==> config.mk <==
export PLATFORM = sky130hd
export DESIGN_NAME = wash_water_arbiter_flat
export DESIGN_NICKNAME = d
export VERILOG_FILES = /design/src/rtl/wash_water_arbiter_if.sv /design/src/rtl/wash_water_arbiter.sv /design/src/flat_wrapper.sv
export SDC_FILE = /design/constraint.sdc
export NUM_CORES = 1
export LEC_CHECK = 0
export ABC_AREA = 0
export BUFFER_PORTS_ARGS = -buffer_cell sky130_fd_sc_hd__buf_2
export CORE_AREA = 2 2 60 62
export DETAILED_ROUTE_END_ITERATION = 8
export DIE_AREA = 0 0 62 64
export HOLD_SLACK_MARGIN = 0.12
export PLACE_DENSITY_LB_ADDON = 0.15
export SLEW_MARGIN = 15
export SYNTH_ARGS = -nofsm -noshare
export SYNTH_HDL_FRONTEND = slang
export SYNTH_SLANG_ARGS = --single-unit
==> constraint.sdc <==
create_clock -name timer -period 2 [get_ports timer]
set_input_delay 0.4 -clock timer [delete_from_list [all_inputs] [get_ports timer]]
set_output_delay 0.4 -clock timer [all_outputs]
set_load 0.05 [all_outputs]
==> src/rtl/wash_water_arbiter_if.sv <==
// Valve-arbiter bundle: per-machine request/done in, one-hot grant, valve drive,
// busy index and sticky timeout flags out.
interface wash_water_arbiter_if #(
  parameter int N = 4
);
  logic [N-1:0]         req;
  logic [N-1:0]         done;
  logic [N-1:0]         grant;
  logic                 valve;
  logic [$clog2(N)-1:0] busy_id;
  logic [N-1:0]         timeout;

  modport master (output req, output done,
                  input grant, input valve, input busy_id, input timeout);
  modport slave  (input req, input done,
                  output grant, output valve, output busy_id, output timeout);
endinterface

==> src/rtl/wash_water_arbiter.sv <==
// Round-robin hot-water valve arbiter with post-release settle interval.
// Optional hold watchdog and sticky timeout flags: define WASH_ARB_WATCHDOG_EN.
module wash_water_arbiter #(
  parameter int N        = 4,
  parameter int MAX_HOLD = 8,
  parameter int SETTLE   = 2
) (
  input  logic                 timer,
  input  logic                 reset,
  wash_water_arbiter_if.slave  bus,
  output logic [1:0]           o_dbg_state
);
  localparam int LW = $clog2(N);
  localparam int SW = $clog2(SETTLE + 1);
  localparam int HW = $clog2(MAX_HOLD) + 1;

  if (N < 2 || N > 8 || MAX_HOLD < 2 || SETTLE < 1) begin : g_bad_param
    $error("wash_water_arbiter: parameter out of range");
  end

  // Handshake: a machine holds req high while it needs water; it owns the valve
  // from the cycle grant is seen high until it drops req or pulses done.
  typedef enum logic [1:0] {S_IDLE = 2'd0, S_GRANT = 2'd1, S_SETTLE = 2'd2} state_t;

  state_t        r_state, w_state_nxt;
  logic [N-1:0]  r_grant, w_grant_nxt;
  logic          r_valve;
  logic [LW-1:0] r_busy_id, w_busy_nxt;
  logic [LW-1:0] r_last, w_last_nxt;
  logic [SW-1:0] r_settle_cnt, w_settle_nxt;
  logic [LW-1:0] w_sel;
  logic          w_found;
`ifdef WASH_ARB_WATCHDOG_EN
  logic [HW-1:0] r_hold_cnt, w_hold_nxt;
  logic [N-1:0]  r_timeout, w_timeout_nxt;
`endif

  // Search starts just after the last winner so every requester gets a turn.
  always_comb begin
    w_sel   = '0;
    w_found = 1'b0;
    for (int i = 1; i <= N; i++) begin
      if (!w_found && bus.req[(int'(r_last) + i) % N]) begin
        w_found = 1'b1;
        w_sel   = LW'((int'(r_last) + i) % N);
      end
    end
  end

  always_comb begin
    w_state_nxt   = r_state;
    w_grant_nxt   = r_grant;
    w_busy_nxt    = r_busy_id;
    w_last_nxt    = r_last;
    w_settle_nxt  = r_settle_cnt;
`ifdef WASH_ARB_WATCHDOG_EN
    w_hold_nxt    = r_hold_cnt;
    w_timeout_nxt = r_timeout;
`endif
    case (r_state)
      S_IDLE: begin
        if (w_found) begin
          w_state_nxt = S_GRANT;
          w_grant_nxt = N'(1) << w_sel;
          w_busy_nxt  = w_sel;
          w_last_nxt  = w_sel;
`ifdef WASH_ARB_WATCHDOG_EN
          w_hold_nxt  = '0;
`endif
        end
      end
      S_GRANT: begin
        // Normal release outranks the watchdog on the same edge.
        if (bus.done[r_busy_id] || !bus.req[r_busy_id]) begin
          w_state_nxt  = S_SETTLE;
          w_grant_nxt  = '0;
          w_settle_nxt = '0;
        end
`ifdef WASH_ARB_WATCHDOG_EN
        else if (r_hold_cnt == HW'(MAX_HOLD - 1)) begin
          w_state_nxt              = S_SETTLE;
          w_grant_nxt              = '0;
          w_settle_nxt             = '0;
          w_timeout_nxt[r_busy_id] = 1'b1;
        end else if (r_hold_cnt != '1) begin
          w_hold_nxt = r_hold_cnt + 1'b1;
        end
`endif
      end
      S_SETTLE: begin
        if (r_settle_cnt == SW'(SETTLE - 1)) begin
          w_state_nxt = S_IDLE;
        end else begin
          w_settle_nxt = r_settle_cnt + 1'b1;
        end
      end
      default: w_state_nxt = S_IDLE;
    endcase
  end

  always_ff @(posedge timer) begin
    if (reset) begin
      r_state      <= S_IDLE;
      r_grant      <= '0;
      r_valve      <= 1'b0;
      r_busy_id    <= '0;
      r_last       <= LW'(N - 1);
      r_settle_cnt <= '0;
`ifdef WASH_ARB_WATCHDOG_EN
      r_hold_cnt   <= '0;
      r_timeout    <= '0;
`endif
    end else begin
      r_state      <= w_state_nxt;
      r_grant      <= w_grant_nxt;
      r_valve      <= |w_grant_nxt;
      r_busy_id    <= w_busy_nxt;
      r_last       <= w_last_nxt;
      r_settle_cnt <= w_settle_nxt;
`ifdef WASH_ARB_WATCHDOG_EN
      r_hold_cnt   <= w_hold_nxt;
      r_timeout    <= w_timeout_nxt;
`endif
    end
  end

  assign bus.grant   = r_grant;
  assign bus.valve   = r_valve;
  assign bus.busy_id = r_busy_id;
`ifdef WASH_ARB_WATCHDOG_EN
  assign bus.timeout = r_timeout;
`else
  assign bus.timeout = '0;
`endif
  assign o_dbg_state = r_state;
endmodule

==> src/flat_wrapper.sv <==
// flat-port wrapper written by rule: the top's interface ports become plain ports
module wash_water_arbiter_flat 
#(
  parameter int N        = 4,
  parameter int MAX_HOLD = 8,
  parameter int SETTLE   = 2
)
  (timer, reset, o_dbg_state, bus_req, bus_done, bus_grant, bus_valve, bus_busy_id, bus_timeout);
  wash_water_arbiter_if #(.N(N)) bus_i ();
  input  logic timer;
  input  logic reset;
  output logic [1:0] o_dbg_state;
  input wire logic [$bits(bus_i.req)-1:0] bus_req;
  input wire logic [$bits(bus_i.done)-1:0] bus_done;
  output wire logic [$bits(bus_i.grant)-1:0] bus_grant;
  output wire logic [$bits(bus_i.valve)-1:0] bus_valve;
  output wire logic [$bits(bus_i.busy_id)-1:0] bus_busy_id;
  output wire logic [$bits(bus_i.timeout)-1:0] bus_timeout;
  assign bus_i.req = bus_req;
  assign bus_i.done = bus_done;
  assign bus_grant = bus_i.grant;
  assign bus_valve = bus_i.valve;
  assign bus_busy_id = bus_i.busy_id;
  assign bus_timeout = bus_i.timeout;
  wash_water_arbiter #(.N(N), .MAX_HOLD(MAX_HOLD), .SETTLE(SETTLE)) u_core (.timer(timer), .reset(reset), .bus(bus_i), .o_dbg_state(o_dbg_state));
endmodule
# --- Yosys cells after proc, flatten, opt, wreduce, memory -nomap -nowiden ---
# Cells that the tools add are included.
totals:
  register_bits: 13
  elab_cells: 80
  inputBits: 10
  out_inout_bits: 13
classes:
  n_mux: 34
  shift: 1
  eq_ne: 7
  n_bitwise: 4
  n_lt_le_gt_ge: 5
  add_sub_neg: 5
  n_reduce_logical: 18
op_table:
  columns: ["operator", "count"]
  rows:
  - ["$mux W2", 9]
  - ["$lt A3 B4 Y1 const B", 4]
  - ["$mux W1", 14]
  - ["$bmux W1 S2", 6]
  - ["$mux W4", 2]
  - ["$pmux W4 S2", 1]
  - ["$reduce_or A2 Y1", 4]
  - ["$add A2 B1 Y2 const B", 3]
  - ["$ne A2 B1 Y1 const B", 3]
  - ["$pmux W2 S3", 1]
  - ["$reduce_and A3 Y1", 2]
  - ["$add A2 B2 Y2 const B", 2]
  - ["$and A1 B1 Y1 const A", 4]
  - ["$eq A2 B1 Y1 const B", 2]
  - ["$logic_not A1 Y1", 4]
  - ["$pmux W2 S2", 1]
  - ["$reduce_or A4 Y1", 1]
  - ["$shl A1 B2 Y4 const A", 1]
  - ["$logic_and A1 B1 Y1", 3]
  - ["$lt A2 B3 Y1 const B", 1]
  - ["$eq A2 B2 Y1 const B", 1]
  - ["$logic_not A2 Y1", 1]
  - ["$ne A2 B2 Y1 const B", 1]
  - ["$reduce_and A2 Y1", 1]
  - ["other kinds (2)", 2]

# --- Depth between registers and ports, before layout ---
# Gate-level depths: netlist of run 1.
depth:
  ltp_word: 20
  depth_mapped: 7
  depth_no_buf: 6

# --- Least setup slack after synthesis of run 1 ---
# No wires, ideal clock.
synth_path:
  kind: "reg2reg"
  start: "register u_core.r_busy_id[0], in the netlist u_core.bus.busy_id[0]"
  end: "register u_core.r_settle_cnt[1]"
  t_arrival_ns: 1.648
  period_less_slack_ns: 1.779
  setup_slack_ns: 0.221
  path_stages_with_launch: 5
  cell_sequence: "dfxtp_1 nor4bb_2 o41ai_4 and3_4 o32ai_2"
synth_between:
  elab_chain_cells: 6
  elab_cells_between_ends: 8
  classes_between: "eq/ne (1); mux (4); reduce/logical (3)"
synth_lines:
  columns: ["item", "line", "text"]
  rows:
  - ["start, declared", "wash_water_arbiter.sv:28", "logic [LW-1:0] r_busy_id, w_busy_nxt;"]
  - ["start signal, assigned", "wash_water_arbiter.sv:117", "r_busy_id <= w_busy_nxt;"]
  - ["$bmux W1 S2", "wash_water_arbiter.sv:74", "if (bus.done[r_busy_id] || !bus.req[r_busy_id]) begin"]
  - ["$mux W1 (not written as such)", "wash_water_arbiter.sv:74", null]
  - ["$logic_not A1 Y1", "wash_water_arbiter.sv:74", null]
  - ["$logic_or A1 B1 Y1 *", "wash_water_arbiter.sv:74", null]
  - ["$ne A2 B1 Y1 (no source line) *", null, null]
  - ["$reduce_and A3 Y1 (no source line) *", null, null]
  - ["end signal, assigned", "wash_water_arbiter.sv:119", "r_settle_cnt <= w_settle_nxt;"]
  - ["end, declared", "wash_water_arbiter.sv:30", "logic [SW-1:0] r_settle_cnt, w_settle_nxt;"]
# Mark *: on every way between the ends. The rest lies on a longest branch, timed or not. The select of a mux whose other input is x is not followed.
# A chain may end at the register's enable or synchronous reset.

# --- Worst setup path after layout of run 1 ---
# Same ends and word-level chain as after synthesis.

==> flow_summary.toml, run 1 <==
[logic_synthesis]
synth_common_cells = "dfxtp_1, a21oi_1, inv_1, nor2_1, nand2_1"
syn_inst = 91
synth_top_area_cell = "dfxtp_1"
netlist-cell-type-count = 34
synth-seq-area-share_pct = 32.4
syn_area_per_cell_um2 = 8.81
synthMostInstantiatedCell = "dfxtp_1"
synth_seq_cells = 13
async_flop_share_pct = 0
ys.flop_type = "dfxtp_1"
syn_area_um2 = 802
ys_top_cells_by_area = "dfxtp_1, ha_1, a21oi_1"
yosys_warnings = 0
yosys.area.top_type_share_pct = 32.4
synth_edf_count = 0

[setup_path]
reg2reg_to = "u_core.r_settle_cnt[1]$_SDFFE_PP0P_"
reg2reg_slack_ps = 420
crit_arrival_ps = 1740
path_class = "reg -> reg"
worst-path-stages = 4
cp.required_ps = 2160
cpMaxStageDelayCell = "o41ai_4"
start_kind = "flop"
r2r_cells = 4
path_delay_family = "compound AO/OA/AOI/OAI gates"
critPathBufInv = 0
critPathCaptureType = "flop"
path_cells = "and4b_4 > o41ai_4 > and3_4 > o32ai_2"
worst-path-max-fanout = 6
timing.rr.start = "u_core.bus.busy_id[0]$_SDFFE_PP0P_"
critical_path.max_stage_delay_ps = 490

[placement]
dp.cells = 153
io_buffers = 18
dp_hpwl_mm = 1.41
dpl_cell_area_um2 = 931
gp_congestion = 0.722

[clock_tree]
cts-root-buf = "clkbuf_4"
clock-sinks = 13
clk_pin_slew_ps = 90
holdBufCountCts = 0
cts_buffers = 3
clockBufferDepth = 2
htreeDepth = 1
cts_setup_buffers = 0
cts_tree = "done"
clkLatencyLatePin_ps = 280
cts_resized = 0

[grt]
grt_max_degree = 12
antenna_found_initial = 0
grt_pass1_vias = 680
grt_overflow = 0
grt.total_usage_pct = 10.2
grt_pass1_wl_mm = 3.04

[routing]
drc = 0
wl_per_cell_um = 11.6
via_per_inst = 4.45
num_vias = 699
drtIter0Drc = 40
ant_nets = 0
drt_first_pass_iters = 3
drt-total-wl_mm = 1.83

[layout]
fill_cells = 364
drive_above_1_share_pct = 28.8
nets = 126
diodes = 0
area_growth_pct = 19.3
fin_cells = 157
finalInstanceArea_um2 = 957

[floorplan]
dieArea_mm2 = 0.00397
die_h_um = 64
core-area_mm2 = 0.00328
boundaryPins = 23
core.rowCount = 21
initial_core_util_pct = 24.4
die_x_um = 62

[sta]
setup_tns_ps = 0
hold_slack_ps = 447
setup_viol = 0
slew_viol_final = 0
hold_violations = 0
rsz0062_at_grt = "false"
fin_crit_ps = 1580
max_freq_ghz = 0.634
period_share_pct = 78.8
fin_skew_ps = 4.87

[hold_path]
hold_path.class = "in -> reg"
hp-start = "reset"
min_path_cells = 2
hold_end = "u_core.bus.busy_id[1]$_SDFFE_PP0P_"

[status]
outcome = "finished, final reports clean"

[run]
cap_violations = 0

[power]
ir_drop_mv = 0.472
p_per_area_mw_per_mm2 = 1510
p_leak_nw = 0.405
## logic make-up after synthesis
kind of cell	share of synthesized area [%]
DFF	32.4
muxes	1.25
adders and majority gates	6.24
other	0.468
buffers and inverters	7.96
AOI/OAI and AO/OA	25.3
and+or+nand+nor	26.4
## state kept, by name, indices dropped and copies added, names as in the netlist
register and count:
u_core.bus.grant 4, u_core.bus.busy_id 2, u_core.o_dbg_state 2, u_core.r_last 2
u_core.r_settle_cnt 2, u_core.bus.valve 1
## per-stage QoR
step / power (W) / setup WS [ps] / utilization, %
floorplan: 0.00110 / 221 / -
global placement: 0.00128 / 300 / 28.3
detailed placement: 0.00128 / 288 / 28.3
CTS: 0.00146 / 421 / 29.1
global route: 0.00155 / 308 / 29.1
finish: 0.00144 / 424 / 29.1
## how the worst max path moves through the flow
stage,from,end,slack [ps]
final,u_core.bus.busy_id[0]$_SDFFE_PP0P_,u_core.r_settle_cnt[1]$_SDFFE_PP0P_,420
after CTS,u_core.bus.busy_id[0]$_SDFFE_PP0P_,u_core.r_settle_cnt[1]$_SDFFE_PP0P_,420
after floorplan,u_core.bus.busy_id[0]$_SDFFE_PP0P_,u_core.r_settle_cnt[1]$_SDFFE_PP0P_,220
after detailed placement,bus_req[2],u_core.r_settle_cnt[1]$_SDFFE_PP0P_,290
after global routing,u_core.o_dbg_state[1]$_SDFFE_PP0P_,u_core.bus.grant[0]$_SDFF_PP0_,310
after global placement,bus_req[2],u_core.r_settle_cnt[0]$_SDFFE_PP0P_,300
## area by class of cell
class / count / area (um2) / area share (%)
multi-input combinational: 68 / 489 / 51.1
tap: 46 / 57.6 / 6.01
clock buffer: 4 / 26.3 / 2.75
inverter: 7 / 26.3 / 2.75
timing repair buffer: 19 / 97.6 / 10.2
sequential: 13 / 260 / 27.2
## cells in the final DEF (no fill, tap or decap), types with 2 or more instances in the layout
master and count:
o21ai_0 3, or2_2 2, a211oi_1 3, a21oi_1 7, dfxtp_1 13, ha_1 4
nor2_1 7, buf_2 18, nand2b_1 2, inv_1 7, o22ai_1 2, nand2_1 6
o2bb2ai_1 4, nor2b_1 2, a21o_1 2, nand3_1 2, nor4_1 3, clkbuf_4 3
conb_1 4
## where the power goes
group	switching, W	total, W	internal, W
sequential	0.0000943	0.000445	0.000351
clock	0.0000921	0.000169	0.0000773
combinational	0.000556	0.000826	0.000270
## metal layers
metal	global-route usage [%]	vias to the layer above	wire length [um]
li1	-	361	-
met1	13.3	317	908
met2	15.4	19	802
met3	4.45	2	103
met4	2.39	0	14
met5	0	-	0
(Power assumes the default switching activity.)
==> run 2: changes to the inputs <==
==> constraint.sdc (replaced) <==
create_clock -name timer -period 1.5 [get_ports timer]
set_input_delay 0.3 -clock timer [delete_from_list [all_inputs] [get_ports timer]]
set_output_delay 0.3 -clock timer [all_outputs]
set_load 0.05 [all_outputs]
==> flow_summary.toml, run 2 (synthesized netlist as in run 1, its figures left out) <==
[status]
outcome = "finished with violations"
violations = "setup timing"

[layout]
diodes = 0
drive_above_1_share_pct = 43.8
fill_cells = 336
final_common_cell = "buf_2"
largest_register_ffs = 4
layout_common_cells = "buf_2, buf_4, dfxtp_1"
finalInstanceArea_mm2 = 0.00111
area_growth_pct = 38.1
nets = 136

[placement]
dp_hpwl_mm = 1.54
gp_congestion = 0.824
io_buffers = 18
dpl_cell_area_mm2 = 0.00101
pre_cts_slack_ps = -83.2

[routing]
wl_per_cell_um = 11.7
drt-total-wl_mm = 1.95
via_per_inst = 4.49
num_vias = 749
drtIter0Drc = 46
drc = 0
drt_first_pass_iters = 4
ant_nets = 0

[grt]
grt_max_degree = 12
grt_pass1_vias = 733
grt.total_usage_pct = 10.7
antenna_found_initial = 0
grt_pass1_wl_mm = 3.26
grt_overflow = 0

[clock_tree]
cts_tree = "done"
holdBufCountCts = 0
clockBufferDepth = 2
clk_pin_slew_ps = 90
cts_buffers = 3
cts-root-buf = "clkbuf_4"
clkLatencyLatePin_ps = 280
clock-sinks = 13
htreeDepth = 1

[power]
power_frac_comb_pct = 60.6
p_per_area_mw_per_mm2 = 1950
p_int_w = 0.00108
switching_share_pct = 50.0
power_switching_w = 0.00108
power_frac_seq_pct = 28.8
ir_drop_mv = 0.806
p_leak_nw = 0.477
clockPowerShare_pct = 10.6

[setup_path]
path_class = "reg -> reg"
worst-path-stages = 5
r2r_cells = 5
worst-path-max-fanout = 6
path_cells = "and4bb_2 > o41ai_4 > buf_6 > and3_4 > o32ai_2"
start_kind = "flop"
reg2reg_slack_ps = -20
cp.required_ps = 1670
cpMaxStageDelayCell = "dfxtp_4"
path_delay_family = "simple AND/OR/NAND/NOR gates"
critical_path.max_stage_delay_ps = 390
reg2reg_to = "u_core.r_settle_cnt[1]$_SDFFE_PP0P_"
timing.rr.start = "u_core.bus.busy_id[1]$_SDFFE_PP0P_"
critPathBufInv = 1
crit_arrival_ps = 1690
critPathCaptureType = "flop"

[sta]
worst_slack_ps = -19.2
setup_viol = 2
rsz0062_at_grt = "true"
fin_crit_ps = 1520
max_freq_ghz = 0.658
period_share_pct = 101
slew_viol_final = 0
hold_violations = 0
fin_skew_ps = 3.69

[floorplan]
dieArea_mm2 = 0.00397
boundaryPins = 23
core-area_mm2 = 0.00328
core.rowCount = 21
initial_core_util_pct = 24.4
die_h_um = 64
die_x_um = 62

[hold_path]
hold_path.class = "in -> reg"
hold_end = "u_core.o_dbg_state[0]$_SDFFE_PP0P_"
min_path_cells = 2
hp-start = "reset"

[run]
cap_violations = 0
## run 2: cell types whose count changed in the layout (fill, tap and decap cells not counted), sizes merged
cell	delta
buf	+10
## run 2: worst max-delay path by stage
| stage | to | start |
|---|---|---|
| global route | u_core.r_settle_cnt[1]$_SDFFE_PP0P_ | u_core.bus.busy_id[1]$_SDFFE_PP0P_ |
| global placement | u_core.r_last[0]$_SDFFE_PP1P_ | bus_req[2] |
| detailed placement | u_core.r_settle_cnt[0]$_SDFFE_PP0P_ | bus_req[2] |
| finish | u_core.r_settle_cnt[1]$_SDFFE_PP0P_ | u_core.bus.busy_id[1]$_SDFFE_PP0P_ |
| floorplan | u_core.r_settle_cnt[1]$_SDFFE_PP0P_ | u_core.bus.busy_id[0]$_SDFFE_PP0P_ |
| CTS | u_core.r_settle_cnt[0]$_SDFFE_PP0P_ | u_core.bus.busy_id[0]$_SDFFE_PP0P_ |
## run 2: what timing repair did
action | CTS | global route
pin swaps | 2 | 2
buffers inserted | 0 | 1
endpoints found under the setup margin | 7 | 9
gates resized for setup | 1 | 10
## run 2: metrics by stage
step,power [W],setup TNS [ps],utilization [%],hold WS (ps),std cells
finish,0.00216,-28.4,33.7,358,167
global route,0.00233,-294,33.7,366,167
floorplan,0.00150,-9.98,-,459,94
CTS,0.00207,-101,31.8,332,166
detailed placement,0.00182,-537,30.7,476,162
global placement,0.00182,-521,30.7,476,162
## run 2: layout make-up
class / count / area [um2] / share of cell area [%]
flip-flops and latches: 13 / 272 / 24.5
clock buffers: 4 / 26.3 / 2.37
well taps: 46 / 57.6 / 5.20
inverters: 7 / 26.3 / 2.37
repair buffers: 29 / 176 / 15.9
multi-input cells: 68 / 549 / 49.6
## run 2: power groups by stage
stage	sequential, W	clock [W]	combinational, W
after floorplan	0.000919	0	0.000577
after global placement	0.000607	0	0.00121
after detailed placement	0.000610	0	0.00121
after CTS	0.000605	0.000239	0.00123
after global routing	0.000651	0.000251	0.00143
final	0.000623	0.000229	0.00131
## run 2: per-layer routing
| layer | part of all wire, % | GRT usage [%] | vias to the layer above |
|---|---|---|---|
| met3 | 3.7 | 1.82 | 2 |
| met1 | 52 | 15.7 | 345 |
| met2 | 43 | 15.2 | 15 |
| met5 | 0 | 0 | - |
| li1 | - | - | 387 |
| met4 | 0.67 | 4.26 | 0 |
